$ cat src/rtl/pipe_if_stage.sv
// ---------------------------------------------------------------------------
// pipe_if_stage -- instruction-fetch stage of an in-order pipeline.
//
// Issues one fetch at a time to the instruction memory and presents the
// fetched word to the IF/ID register. A fetch that completes while the IF/ID
// register is stalled is parked in inst_q until the register accepts it.
//
// Optional feature: define PIPE_IF_PERF_CNT_EN to build the fetch/stall
// performance counters; otherwise fetch_cnt and stall_cnt read as 0.
//
// Ports:
//   clk, rst          clock, asynchronous active-high reset
//   nostall           1 = IF/ID register accepts the presented instruction
//   pcsource          next-PC select: 00 pc4, 01 bpc, 10 rpc, 11 jpc
//   bpc, rpc, jpc     branch / jump-register / jump targets
//   imem_rdata        instruction memory read data
//   imem_ready        instruction memory completes the request this cycle
//   imem_req          fetch request
//   imem_addr         fetch address (always equal to pc)
//   pc, pc4           current fetch PC and pc + 4 (wraps modulo 2^32)
//   inst              instruction for IF/ID (NOP_INST whenever if_valid = 0)
//   if_valid          inst holds a real fetched instruction
//   fetch_cnt         advancing-cycle counter
//   stall_cnt         stall-cycle counter (nostall = 0 outside WAIT)
//
// Handshake: a memory transfer completes in a cycle where imem_req = 1 and
// imem_ready = 1; the IF/ID register takes inst in a cycle where
// if_valid = 1 and nostall = 1. The PC advances exactly in that cycle.
// ---------------------------------------------------------------------------
module pipe_if_stage #(
  parameter logic [31:0] RESET_PC = 32'h0000_0000,
  parameter logic [31:0] NOP_INST = 32'h0000_0000
) (
  input  logic        clk,
  input  logic        rst,
  input  logic        nostall,
  input  logic [1:0]  pcsource,
  input  logic [31:0] bpc,
  input  logic [31:0] rpc,
  input  logic [31:0] jpc,
  input  logic [31:0] imem_rdata,
  input  logic        imem_ready,
  output logic        imem_req,
  output logic [31:0] imem_addr,
  output logic [31:0] pc,
  output logic [31:0] pc4,
  output logic [31:0] inst,
  output logic        if_valid,
  output logic [31:0] fetch_cnt,
  output logic [31:0] stall_cnt
);

  typedef enum logic [1:0] {
    ST_WAIT  = 2'd0,
    ST_FETCH = 2'd1,
    ST_HOLD  = 2'd2
  } state_t;

  state_t      state;
  state_t      state_next;
  logic [31:0] pc_q;
  logic [31:0] inst_q;
  logic [31:0] next_pc;
  logic        advance;
  logic        capture;

  assign pc        = pc_q;
  assign imem_addr = pc_q;
  assign pc4       = pc_q + 32'd4;

  // Target selection is free-running; it only matters in the advance cycle.
  always_comb begin
    next_pc = pc4;
    case (pcsource)
      2'b00:   next_pc = pc4;
      2'b01:   next_pc = bpc;
      2'b10:   next_pc = rpc;
      2'b11:   next_pc = jpc;
      default: next_pc = pc4;
    endcase
  end

  // State register, PC and parked instruction.
  always_ff @(posedge clk or posedge rst) begin
    if (rst) begin
      state  <= ST_WAIT;
      pc_q   <= RESET_PC;
      inst_q <= NOP_INST;
    end else begin
      state <= state_next;
      if (advance) begin
        pc_q <= next_pc;
      end
      if (capture) begin
        inst_q <= imem_rdata;
      end
    end
  end

  // Next-state and output decode.
  always_comb begin
    state_next = state;
    imem_req   = 1'b0;
    if_valid   = 1'b0;
    inst       = NOP_INST;
    advance    = 1'b0;
    capture    = 1'b0;
    case (state)
      ST_WAIT: begin
        state_next = ST_FETCH;
      end
      ST_FETCH: begin
        imem_req = 1'b1;
        if (imem_ready) begin
          // Zero-latency bypass of the memory word to IF/ID.
          if_valid = 1'b1;
          inst     = imem_rdata;
          if (nostall) begin
            advance = 1'b1;
          end else begin
            // IF/ID is stalled: park the word so the fetch is not repeated.
            capture    = 1'b1;
            state_next = ST_HOLD;
          end
        end
      end
      ST_HOLD: begin
        if_valid = 1'b1;
        inst     = inst_q;
        if (nostall) begin
          advance    = 1'b1;
          state_next = ST_FETCH;
        end
      end
      default: begin
        state_next = ST_WAIT;
      end
    endcase
  end

`ifdef PIPE_IF_PERF_CNT_EN
  logic [31:0] fetch_cnt_q;
  logic [31:0] stall_cnt_q;

  always_ff @(posedge clk or posedge rst) begin
    if (rst) begin
      fetch_cnt_q <= 32'd0;
      stall_cnt_q <= 32'd0;
    end else begin
      if (advance) begin
        fetch_cnt_q <= fetch_cnt_q + 32'd1;
      end
      if (!nostall && (state != ST_WAIT)) begin
        stall_cnt_q <= stall_cnt_q + 32'd1;
      end
    end
  end

  assign fetch_cnt = fetch_cnt_q;
  assign stall_cnt = stall_cnt_q;
`else
  assign fetch_cnt = 32'd0;
  assign stall_cnt = 32'd0;
`endif

endmodule

$ cat config.mk
export PLATFORM = sky130hd
export DESIGN_NAME = pipe_if_stage
export DESIGN_NICKNAME = d
export VERILOG_FILES = /design/src/rtl/pipe_if_stage.sv
export SDC_FILE = /design/constraint.sdc
export NUM_CORES = 1
export LEC_CHECK = 0
export CAP_MARGIN = 20
export CORE_AREA = 2 2 126 128
export CTS_BUF_LIST = sky130_fd_sc_hd__clkbuf_16
export DETAILED_ROUTE_END_ITERATION = 10
export DIE_AREA = 0 0 128 130
export GPL_TIMING_DRIVEN = 0
export PLACE_DENSITY = 0.8
export SLEW_MARGIN = 0
export SYNTH_ARGS = -nofsm -noshare
export SYNTH_HDL_FRONTEND = slang
export SYNTH_SLANG_ARGS = --single-unit
$ cat constraint.sdc
create_clock -name clk -period 2.75 [get_ports clk]
set_clock_uncertainty 0.15 [all_clocks]
set_input_delay 0.825 -clock clk [delete_from_list [all_inputs] [get_ports clk]]
set_output_delay 0.825 -clock clk [all_outputs]
set_load 0.01 [all_outputs]
==> flow_summary.toml, run 1 <==
[sta]
slew_headroom_pct = 40.6
finalHoldViolCount = 0
finalSetupTns_ns = -4.31
setup_viol = 29
fin_crit_ns = 3.11
rsz0062_at_grt = "yes"
period_share_pct = 113
setup_slack_ns = -0.355
tightest_slew_ns = 0.891
slew_viol_final = 0
fmax_mhz = 322

[yosys]
syn_inst = 599
yosys.area.top_type = "dfrtp_1"
yosysWarningCount = 0
ys_seq_area_share_pct = 30.2
synth_top_area_share_pct = 30.2
ys_ff_latch = 66
syn_area_um2 = 5480
netlist_top_cells_area = "dfrtp_1 (30%), buf_4 (13%), mux2_2 (8.2%)"
avgSynthCellArea_um2 = 9.14
synth_edf_count = 0
async_flop_share_pct = 100
synth.distinct_cells = 56
synth-main-ff-cell = "dfrtp_1"

[power_and_ir_drop]
power.net_switching_mw = 3.40
p_comb_share_pct = 62.7
switching_share_pct = 38.6
power_density_nw_per_um2 = 869
clkPwrFrac_pct = 13.7
ir_drop_mv = 0.521
p_int_mw = 5.40
share_seq_of_total_power_pct = 23.6
power_mw = 8.81
p_leak_nw = 4.67

[detailed_routing]
wl_per_cell_um = 19.1
routed_via_density = 5.13
first_pass_iters = 5
drc_errors = 0
drt-total-wl_mm = 23.6
ant_nets = 0
num_vias = 6328
drtIter0Drc = 513

[layout]
fin_area_um2 = 10100
antenna_cells = 0
final_core_util_pct = 65.7
fillers = 1237
fin_nets = 1178
final_common_cell = "clkdlybuf4s50_1"
layout-drive-gt1-share_pct = 43.0
synthToLayoutAreaGrowth_pct = 85.1
final_cell_mix = "clkdlybuf4s50_1 (201), buf_4 (188), conb_1 (64)"
stdcell_count = 1234

[clock_tree]
numCtsBuffers = 9
root_buffer = "clkbuf_16"
ctsLongestPathBuffers = 2
cts_tree = "built"
clock_latency_ns = 0.34
htreeDepth = 3
numClockSinks = 66
clk_pin_slew_ns = 0.06

[critical_path]
critPathLaunchType = "register"
cp.arrival_ns = 2.13
crit_fanout = 4
critical_path_required_ns = 1.78
cp-end-kind = "primary output"
worstSetupPathType = "reg -> out"

[die]
ios = 328
rows = 46
dieArea_um2 = 16600
die_w_um = 128
start_util_pct = 35.5
fp.dieH_um = 130
fp.coreArea_um2 = 15400

[global_route]
antenna_found_initial = 0
grt_pass1_vias = 6212
grt-ovfl-total = 0
track_usage_pct = 27.1
grt_max_degree = 67
grt_pass1_wl_mm = 34.5

[outcome]
violations = "negative setup slack"
status = "finished, violations left"

[place]
placed_area_um2 = 8610
dp.cells = 1117
port_buffers = 263
dp_hpwl_mm = 15.9
routabilityCongestion = 0.811

[worst_hold_path]
hp-class = "reg -> reg"

[job]
cap_violations = 0
routing by layer:
metal	vias up	GRT usage [%]	share of wire [%]
li1	2869	-	-
met1	3051	31.8	38
met2	353	49.2	52
met3	53	5.29	7.4
met4	2	10.7	2.8
met5	-	0	0.11
path summary, 6_finish.rpt:
path	cells past startpoint	start	end	slack, ns
min in group asynchronous	2	rst	inst_q[15]	0.88
max in group asynchronous	2	rst	imem_addr[5]	0.91
hold / removal	1	inst_q[30]	inst_q[30]	0.36
hold reg to reg	1	inst_q[30]	inst_q[30]	0.36
setup reg to reg	18	imem_addr[10]	imem_addr[13]	0.03
setup / recovery	8	imem_addr[6]	pc4[30]	-0.36
flip-flops by register name, indices dropped and copies added, names as in the netlist:
signal,flops
imem_addr,32
inst_q,32
state,2
cell usage after synthesis (all sizes together) (2+ instances only):
cell	n
clkbuf	29
nor3	9
mux2i	18
xor2	10
a211oi	2
nand3	14
a22oi	34
o21ai	24
nor2	25
dfrtp	66
a21oi	24
mux4	9
a31oi	4
buf	111
inv	10
a221oi	2
mux2	40
and3	6
a2bb2oi	6
nor4	5
nor2b	34
and4	4
ha	5
a41oi	2
o21a	2
o22a	5
o221ai	2
a22o	10
o2bb2ai	3
nand2	37
nand4	13
xnor2	18
or3	2
critical path, cell delays in order (launching register included):
cell and delay, ns:
dfrtp_1 0.36, buf_6 0.12, nand3_4 0.06, or4_4 0.54, buf_6 0.14, buf_6 0.11, nor3_4 0.14, xnor2_1 0.15
buf_2 0.16
through the flow:
step | hold WS [ns] | worst slack (ns)
finish | 0.365 | -0.355
global route | 0.379 | -0.432
CTS | 0.361 | -0.427
detailed placement | 0.347 | -1.30
global placement | 0.336 | -1.31
floorplan | 0.330 | -0.0107
cell type report:
type / count / area (um2) / share of cell area [%]
multi-input combinational: 446 / 3580 / 35.3
timing repair buffer: 371 / 3260 / 32.2
sequential: 66 / 1680 / 16.5
buffer: 135 / 1040 / 10.3
tap: 192 / 240 / 2.37
clock buffer: 9 / 225 / 2.22
clock inverter: 5 / 72.6 / 0.716
inverter: 10 / 42.5 / 0.420
power by group through the flow:
| stage | logic [mW] | clock network, mW | registers [mW] |
|---|---|---|---|
| 2_1_floorplan | 2.33 | 0 | 1.98 |
| 3_3_place_gp | 4.59 | 0 | 2.03 |
| 3_5_place_dp | 4.65 | 0 | 2.06 |
| 4_1_cts | 5.13 | 1.23 | 2.04 |
| 5_1_grt | 5.86 | 1.26 | 2.14 |
| 6_report | 5.52 | 1.21 | 2.08 |
cell families (layout without fill, tap and decap cells):
| kind of cell | Yosys count | after routing | share of synthesized area, % |
|---|---|---|---|
| AOI/OAI and AO/OA | 129 | 129 | 16.3 |
| xor gates and xnor gates | 28 | 28 | 4.48 |
| adders and majority gates | 5 | 5 | 1.14 |
| buffers and inverters | 150 | 530 | 17.2 |
| DFF | 66 | 66 | 30.2 |
| muxes | 67 | 67 | 15.2 |
| other | 1 | 64 | 0.0685 |
| and+or+nand+nor | 153 | 153 | 15.4 |
timing repair:
action	in CTS	in global routing
hold buffers	0	0
setup buffers	87	27
gates resized for setup	383	58
cloned	1	1
pin swaps	52	32
endpoints found under the setup margin	93	75
Power figures use the tool's default switching activity.
==> inputs of run 2 (changes only) <==
Settings changed: SKIP_LAST_GASP from default to 1.
==> run 2 against run 1 <==
Combinational power is 1% lower. Die area stayed put. Sequential power hardly changed. Hold slack hardly changed. Worst setup slack worse by 0.044 ns. Flip-flop and latch count stayed put. Power is 0.62% lower. The run still ends with negative setup slack left. Utilization is 0.11 points higher. Critical endpoint unchanged. Register-to-register slack worse by 0.06 ns.
==> flow_summary.toml, run 2 (same netlist as run 1, synthesis figures left out) <==
[outcome]
status = "finished, violations left"
violations = "negative setup slack"

[layout]
fin_nets = 1180
final_common_cell = "clkdlybuf4s50_1"
antenna_cells = 0
synthToLayoutAreaGrowth_pct = 85.4
layout-drive-gt1-share_pct = 43.3
fillers = 1222
stdcell_count = 1236
final_cell_mix = "clkdlybuf4s50_1 (201), buf_4 (190), conb_1 (64)"
fin_area_um2 = 10200

[power_and_ir_drop]
power_density_nw_per_um2 = 862
ir_drop_mv = 0.520
p_leak_nw = 4.67
power_mw = 8.75

[global_route]
antenna_found_initial = 0
grt_pass1_vias = 6185
grt-ovfl-total = 0
grt_pass1_wl_mm = 34.1
track_usage_pct = 26.9
grt_max_degree = 67

[detailed_routing]
first_pass_iters = 5
wl_per_cell_um = 18.9
drc_errors = 0
routed_via_density = 5.10
num_vias = 6299
ant_nets = 0
drt-total-wl_mm = 23.4
drtIter0Drc = 427

[critical_path]
critical_path_required_ns = 1.78
worstSetupPathType = "reg -> out"
max_stage_delay_ns = 0.55
slowest_stage = "or4_4"
path_cells = "buf_6 -> nand3_4 -> or4_4 -> buf_6 -> buf_6 -> nor3_4 -> xnor2_1 -> buf_2"
cp_num_buf_inv = 4
crit_fanout = 3
critPathLaunchType = "register"
critPathTopFamily = "simple AND/OR/NAND/NOR gates"
cpMostUsedCell = "buf_6"
cp.arrival_ns = 2.17
cp-end-kind = "primary output"

[place]
port_buffers = 263
placed_area_um2 = 8610
dp.cells = 1117
dp_hpwl_mm = 15.9
pre_cts_ws_ns = -1.30
routabilityCongestion = 0.811

[sta]
tightest_slew_ns = 0.875
rsz0062_at_grt = "yes"
slew_headroom_pct = 41.6
slew_viol_final = 0
holdWs_ns = 0.365
fmax_mhz = 317
setup_viol = 41
fin_crit_ns = 3.15
period_share_pct = 115
setup_slack_ns = -0.400
finalHoldViolCount = 0

[die]
start_util_pct = 35.5
fp.dieH_um = 130
fp.coreArea_um2 = 15400
ios = 328
dieArea_um2 = 16600
die_w_um = 128
rows = 46

[clock_tree]
numCtsBuffers = 9
htreeDepth = 3
clk_pin_slew_ns = 0.05
root_buffer = "clkbuf_16"
clock_latency_ns = 0.34
numClockSinks = 66
cts_tree = "built"
ctsLongestPathBuffers = 2

[job]
cap_violations = 0

[worst_hold_path]
hp-class = "reg -> reg"
-- run 2: power breakdown --
part / switching [mW] / internal, mW
combinational: 2.35 / 3.11
sequential: 0.600 / 1.48
clock: 0.436 / 0.775
-- run 2: layout make-up --
type / instances / area (um2) / area share [%]
Buffer: 133 / 996 / 9.81
Multi-Input combinational cell: 446 / 3590 / 35.4
Sequential cell: 66 / 1680 / 16.5
Tap cell: 192 / 240 / 2.37
Clock buffer: 9 / 225 / 2.22
Clock inverter: 5 / 72.6 / 0.715
Timing Repair Buffer: 375 / 3310 / 32.6
Inverter: 10 / 40.0 / 0.394
-- run 2: worst paths after layout --
kind / cells after the start / from / slack (ns) / to
max: 8 / imem_addr[7] / -0.40 / pc4[30]
min reg2reg: 1 / inst_q[30] / 0.37 / inst_q[30]
min in group asynchronous: 2 / rst / 0.88 / inst_q[15]
max in group asynchronous: 2 / rst / 0.94 / imem_addr[5]
max reg2reg: 20 / imem_addr[7] / -0.03 / imem_addr[13]
min: 1 / inst_q[30] / 0.37 / inst_q[30]
-- run 2: through the flow --
step	utilization (%)	setup TNS, ns
after floorplan	-	-0.0107
after CTS	63.2	-5.20
after global placement	55.8	-157.86
final	65.8	-5.57
after detailed placement	55.8	-80.64
after global routing	65.8	-8.70
-- run 2: what timing repair did --
action                     4_1_cts  5_1_grt
hold endpoints to repair         0        0
cloned                           1        1
resized for setup              352       75
buffers inserted                87       31
hold buffers                     0        0
pin swaps                       40       49
setup endpoints to repair       93       81
-- run 2: per-layer routing --
metal | GRT usage (%) | up-vias | routed length [um]
li1 | - | 2873 | -
met1 | 31.3 | 3030 | 8880
met2 | 48.7 | 346 | 12200
met3 | 5.62 | 50 | 1800
met4 | 10.3 | 0 | 563
met5 | 0 | - | 0
